## src/rtl/alu_seq.sv

```systemverilog
// alu_seq: multi-cycle Hack-style ALU with valid/ready handshakes.
//   Mode 00 runs the registered zx/nx/zy/ny/f/no function (latency 1).
//   Modes 01/10 shift x left/right by y[SHW-1:0], one bit per cycle.
//   Mode 11 is a shift-add multiplier when ALU_SEQ_MUL_EN is defined.
//   Without ALU_SEQ_MUL_EN, mode 11 behaves exactly like mode 00.
// Ports:
//   clk, reset          rising-edge clock, synchronous active-high reset
//   in_valid/in_ready   command handshake (x, y, c, mode)
//   out_valid/out_ready result handshake (out, zr, ng, cy)
//   zr/ng               zero/negative flags of the registered out
//   cy                  add carry, last shifted-out bit, or multiply overflow
module alu_seq #(
    parameter int unsigned WIDTH = 16,
    parameter int unsigned SHW   = $clog2(WIDTH)
) (
    input  logic             clk,
    input  logic             reset,
    input  logic             in_valid,
    output logic             in_ready,
    input  logic [WIDTH-1:0] x,
    input  logic [WIDTH-1:0] y,
    input  logic [5:0]       c,
    input  logic [1:0]       mode,
    output logic             out_valid,
    input  logic             out_ready,
    output logic [WIDTH-1:0] out,
    output logic             zr,
    output logic             ng,
    output logic             cy
);

    // Counter must hold WIDTH for the multiplier, so one bit wider than SHW.
    localparam int unsigned CNTW = SHW + 1;

    typedef enum logic [1:0] {IDLE, EXEC, DONE} state_t;

    state_t state, state_next;

    logic [WIDTH-1:0] work, work_n;
    logic [CNTW-1:0]  cnt, cnt_n;
    logic             shr, shr_n;
    logic [WIDTH-1:0] out_n;
    logic             cy_n, zr_n, ng_n, out_valid_n;

`ifdef ALU_SEQ_MUL_EN
    logic [WIDTH-1:0] hi, hi_n;
    logic [WIDTH-1:0] xop, xop_n;
    logic             mulop, mulop_n;
    logic [WIDTH:0]   msum;
`endif

    logic             accept;
    logic             cmd_mul;
    logic             cmd_shift;
    logic [SHW-1:0]   k_in;
    logic             go_exec;

    // Function datapath
    logic [WIDTH-1:0] fx, fy, fres;
    logic [WIDTH:0]   fsum;
    logic             fcy;
    logic             sh_bit;

    assign accept    = in_valid & in_ready;
    assign cmd_shift = (mode == 2'b01) | (mode == 2'b10);
    assign k_in      = y[SHW-1:0];
`ifdef ALU_SEQ_MUL_EN
    assign cmd_mul   = (mode == 2'b11);
`else
    assign cmd_mul   = 1'b0;
`endif
    assign go_exec   = cmd_mul | (cmd_shift & (k_in != '0));

    // Hack function on the incoming operands, registered at accept
    always_comb begin
        fx   = c[0] ? '0 : x;
        fx   = c[1] ? ~fx : fx;
        fy   = c[2] ? '0 : y;
        fy   = c[3] ? ~fy : fy;
        fsum = {1'b0, fx} + {1'b0, fy};
        fres = c[4] ? fsum[WIDTH-1:0] : (fx & fy);
        fcy  = c[4] ? fsum[WIDTH] : 1'b0;
        fres = c[5] ? ~fres : fres;
    end

    // Bit that leaves the work register on this shift step
    assign sh_bit = shr ? work[0] : work[WIDTH-1];

`ifdef ALU_SEQ_MUL_EN
    // One partial product: add x into the high half when the low LSB is set
    assign msum = {1'b0, hi} + (work[0] ? {1'b0, xop} : '0);
`endif

    // State register
    always_ff @(posedge clk) begin
        if (reset) state <= IDLE;
        else       state <= state_next;
    end

    // Next-state logic
    always_comb begin
        state_next = state;
        unique case (state)
            IDLE, DONE: begin
                if (accept)
                    state_next = go_exec ? EXEC : DONE;
                else if ((state == DONE) && out_ready)
                    state_next = IDLE;
            end
            EXEC: begin
                if (cnt == CNTW'(1)) state_next = DONE;
            end
            default: state_next = IDLE;
        endcase
    end

    // Output and datapath next-value logic
    always_comb begin
        logic load;
        logic fin_cy;
        in_ready    = ~reset & ((state == IDLE) | ((state == DONE) & out_ready));
        out_n       = out;
        cy_n        = cy;
        zr_n        = zr;
        ng_n        = ng;
        out_valid_n = out_valid;
        work_n      = work;
        cnt_n       = cnt;
        shr_n       = shr;
        load        = 1'b0;
        fin_cy      = 1'b0;
`ifdef ALU_SEQ_MUL_EN
        hi_n        = hi;
        xop_n       = xop;
        mulop_n     = mulop;
`endif
        if ((state == DONE) && out_ready) out_valid_n = 1'b0;

        if (accept) begin
            if (go_exec) begin
                out_valid_n = 1'b0;
`ifdef ALU_SEQ_MUL_EN
                mulop_n = cmd_mul;
                hi_n    = '0;
                xop_n   = x;
                if (cmd_mul) begin
                    work_n = y;
                    cnt_n  = CNTW'(WIDTH);
                end else
`endif
                begin
                    work_n = x;
                    cnt_n  = CNTW'(k_in);
                    shr_n  = mode[1];
                end
            end else if (cmd_shift) begin
                out_n       = x;
                cy_n        = 1'b0;
                out_valid_n = 1'b1;
                load        = 1'b1;
            end else begin
                out_n       = fres;
                cy_n        = fcy;
                out_valid_n = 1'b1;
                load        = 1'b1;
            end
        end else if (state == EXEC) begin
            cnt_n = cnt - CNTW'(1);
`ifdef ALU_SEQ_MUL_EN
            if (mulop) begin
                work_n = {msum[0], work[WIDTH-1:1]};
                hi_n   = msum[WIDTH:1];
                fin_cy = |msum[WIDTH:1];
            end else
`endif
            begin
                work_n = shr ? (work >> 1) : (work << 1);
                fin_cy = sh_bit;
            end
            if (cnt == CNTW'(1)) begin
                out_n       = work_n;
                cy_n        = fin_cy;
                out_valid_n = 1'b1;
                load        = 1'b1;
            end
        end

        // Flags track out whenever it is written; reset leaves them at 0
        if (load) begin
            zr_n = (out_n == '0);
            ng_n = out_n[WIDTH-1];
        end
    end

    // Datapath and output registers
    always_ff @(posedge clk) begin
        if (reset) begin
            out       <= '0;
            cy        <= 1'b0;
            zr        <= 1'b0;
            ng        <= 1'b0;
            out_valid <= 1'b0;
            work      <= '0;
            cnt       <= '0;
            shr       <= 1'b0;
`ifdef ALU_SEQ_MUL_EN
            hi        <= '0;
            xop       <= '0;
            mulop     <= 1'b0;
`endif
        end else begin
            out       <= out_n;
            cy        <= cy_n;
            zr        <= zr_n;
            ng        <= ng_n;
            out_valid <= out_valid_n;
            work      <= work_n;
            cnt       <= cnt_n;
            shr       <= shr_n;
`ifdef ALU_SEQ_MUL_EN
            hi        <= hi_n;
            xop       <= xop_n;
            mulop     <= mulop_n;
`endif
        end
    end

endmodule
```

## config.mk

```make
export PLATFORM = sky130hd
export DESIGN_NAME = alu_seq
export DESIGN_NICKNAME = d
export VERILOG_FILES = /design/src/rtl/alu_seq.sv
export SDC_FILE = /design/constraint.sdc
export NUM_CORES = 1
export LEC_CHECK = 0
export BUFFER_PORTS_ARGS = -buffer_cell sky130_fd_sc_hd__buf_2
export CAP_MARGIN = 20
export CORE_ASPECT_RATIO = 0.9
export CORE_MARGIN = 1
export CORE_UTILIZATION = 53
export DETAILED_ROUTE_END_ITERATION = 12
export PLACE_DENSITY = 0.85
export SLEW_MARGIN = 30
export SYNTH_ARGS = -nofsm -noshare
export SYNTH_HDL_FRONTEND = slang
export SYNTH_SLANG_ARGS = --single-unit
```

## constraint.sdc

```tcl
create_clock -name clk -period 3.8 [get_ports clk]
set_input_delay 0.57 -clock clk [delete_from_list [all_inputs] [get_ports clk]]
set_output_delay 0.57 -clock clk [all_outputs]
set_load 0.03 [all_outputs]
```

==> impl_metrics.json <==
{
  "vdd_drop_max_uv": 226,
  "min_to": "work[11]$_SDFFE_PP0P_",
  "ys_seq_area_share_pct": 20.7,
  "grt_pass1_vias": 4063,
  "syn_to_final_growth_pct": 10.4,
  "synth.distinct_cells": 64,
  "final_nets": 660,
  "synth_edf_count": 0,
  "ys_seq_elements": 44,
  "cts_resized": 0,
  "drv_slew": 0,
  "arrival_ns": 3.70,
  "drtIter0Drc": 364,
  "cpMaxStageDelayCell": "a2111o_1",
  "path_class": "input port to flip-flop",
  "crit_path_max_incr_delay_ns": 0.49,
  "wl_um": 12500,
  "path_cells": "buf_2, nand2b_1, xnor2_1, ha_1, fa_1, a21oi_1, o2111ai_1, a2111o_1, a41oi_2, xnor2_1, a21oi_1, and2_1, nand4_1, o21ai_1",
  "start_util_pct": 55.5,
  "synth-async-reset-ratio_pct": 0,
  "post-route-util_pct": 61.2,
  "synthFlopType": "dfxtp_1",
  "synth-warning-count": 0,
  "cap_violations": 0,
  "syn-cell-area_um2": 4250,
  "holdPathStages": 2,
  "grt_max_degree": 46,
  "num_rows": 30,
  "synthCells": 555,
  "fmax_mhz": 290,
  "min_period_ns": 3.45,
  "worst_pin_slew_ns": 0.827,
  "wl_per_cell_um": 18.0,
  "drt.antenna.violating_nets": 0,
  "syn_nets": 618,
  "clk_path_buf_depth": 2,
  "min_period_over_period_pct": 90.9,
  "timing.rr.end": "zr$_SDFFE_PP0P_",
  "numCtsBuffers": 5,
  "cts.sinks": 44,
  "reg2reg_slack_ns": 1.13,
  "portBuffers": 64,
  "die_area_um2": 8380,
  "io_pins": 65,
  "p_per_area_nw_per_um2": 352,
  "clock_skew_ns": 0.0123,
  "clock_latency_ns": 0.30,
  "drc": 0,
  "cp.required_ns": 4.04,
  "die_w_um": 96.4,
  "htreeDepth": 2,
  "antenna_found_initial": 0,
  "antenna_cells": 0,
  "r2r_start": "cnt[1]$_SDFFE_PP0P_",
  "finalHoldViolCount": 0,
  "route.vias.total": 4479,
  "setup_violations": 0,
  "vias_per_cell": 6.45,
  "worstHoldStart": "work[11]$_SDFFE_PP0P_",
  "reg2reg_depth": 12,
  "startpoint_type": "input port",
  "cts_tree": "yes",
  "clockRootBuffer": "clkbuf_8",
  "die_h_um": 86.9,
  "p_leak_nw": 1.89,
  "clk_pin_slew_ns": 0.09,
  "critPathMaxFanout": 16,
  "fill_cells": 724,
  "endpoint_kind": "flip-flop",
  "slew_headroom_pct": 44.9,
  "grt_pass1_wl_um": 19300,
  "hold_buffers": 0,
  "gr-total-overflow": 0,
  "hp-class": "flip-flop to flip-flop",
  "track_usage_pct": 29.8,
  "gp_congestion": 0.922,
  "drive_above_1_share_pct": 16.1,
  "status": "finished clean",
  "dpl.hpwl_um": 9450,
  "dr.pass1.iters": 5,
  "post_cts_buffers": 0,
  "avgSynthCellArea_um2": 7.65,
  "core_um2": 7660,
  "finalSetupTns_ns": 0,
  "grt_setup_unrepaired": "no"
}
registers in the layout, indices dropped and copies added (netlist names):
signal / count
cy: 1
out: 16
out_valid: 1
ng: 1
state: 2
zr: 1
work: 16
cnt: 5
shr: 1
layout make-up:
type	instances	area, um^2	area share, %
clock buffers	7	86.3	1.84
clock inverters	1	7.51	0.160
inverters	10	37.5	0.801
multi-input cells	459	3140	66.9
flip-flops and latches	44	881	18.8
well taps	96	120	2.56
repair buffers	77	418	8.92
worst max-delay path by stage:
stage	start	end	slack, ns	cells after the start
2_1_floorplan	c[1]	zr$_SDFFE_PP0P_	0.11	13
3_3_place_gp	c[0]	zr$_SDFFE_PP0P_	0.20	14
3_5_place_dp	c[0]	zr$_SDFFE_PP0P_	0.13	14
4_1_cts	c[0]	zr$_SDFFE_PP0P_	0.41	14
5_1_grt	c[2]	zr$_SDFFE_PP0P_	0.12	14
6_report	c[0]	zr$_SDFFE_PP0P_	0.35	14
cell usage in the layout (no fill, tap or decap), types with 10 or more instances in the layout:
master | Yosys | final
nand3_1 | 14 | 14
mux2i_1 | 23 | 23
nand2b_1 | 37 | 37
buf_4 | 0 | 13
inv_1 | 10 | 10
o21ai_0 | 13 | 13
nor2_1 | 46 | 46
dfxtp_1 | 44 | 44
a21oi_1 | 37 | 37
ha_1 | 18 | 18
nand2_1 | 50 | 50
buf_2 | 7 | 64
xnor2_1 | 42 | 42
nor3_1 | 15 | 15
o211ai_1 | 17 | 17
cells by family (layout without fill, tap and decap cells):
group	count (synthesis)	after routing	share of synthesized area, %
adder cells (fa/ha/maj)	19	19	5.78
AO/OA/AOI/OAI	146	146	24.4
multiplexers	26	26	6.22
buffers and inverters	52	95	5.39
AND/OR/NAND/NOR	220	220	27.6
flip-flops	44	44	20.7
XOR/XNOR	48	48	9.90
through the flow:
| step | setup WS, ns | instances | cell area (um^2) | hold slack (ns) | power [mW] |
|---|---|---|---|---|---|
| after floorplan | 0.111 | 555 | 4250 | 0.441 | 1.13 |
| after global placement | 0.203 | 686 | 4590 | 0.455 | 1.29 |
| after detailed placement | 0.127 | 686 | 4590 | 0.471 | 1.32 |
| after CTS | 0.414 | 694 | 4690 | 0.483 | 1.63 |
| after global routing | 0.125 | 694 | 4690 | 0.501 | 1.74 |
| final | 0.346 | 694 | 4690 | 0.487 | 1.65 |
metal layers:
metal  share of wire, %  GRT usage [%]  up-vias
met4                1.8           7.22        0
met2                 46           47.3      240
li1                   -              -     2108
met1                 43           41.8     2106
met3                9.3           5.32       25
met5                  0              0        -
power by group:
group | leakage (nW) | internal, mW | switching, mW
Sequential | 0.358 | 0.499 | 0.0333
Clock | 0.0445 | 0.148 | 0.169
Combinational | 1.49 | 0.318 | 0.482
Total | 1.89 | 0.965 | 0.684
synth_stat cells, drive strengths merged (9+ instances only):
cell type / n / area (um^2)
dfxtp: 44 / 881
xnor2: 42 / 368
ha: 18 / 225
a211oi: 10 / 85.1
a21oi: 37 / 185
nor3: 15 / 75.1
o21ai: 16 / 80.1
nand2b: 37 / 231
nor2: 46 / 173
and3: 9 / 56.3
a221oi: 9 / 78.8
mux2i: 23 / 230
clkbuf: 27 / 104
nand3: 14 / 70.1
a21o: 9 / 67.6
inv: 10 / 37.5
nand2: 50 / 188
o211ai: 17 / 128
buf: 15 / 87.6
critical path, delay by kind of cell:
kind            cells  cell delay (ns)
compound gates      6             1.61
xor+xnor            2             0.22
fa+ha+maj           2             0.73
buf+inv             1             0.17
simple gates        3             0.41
Power figures use the tool's default switching activity.
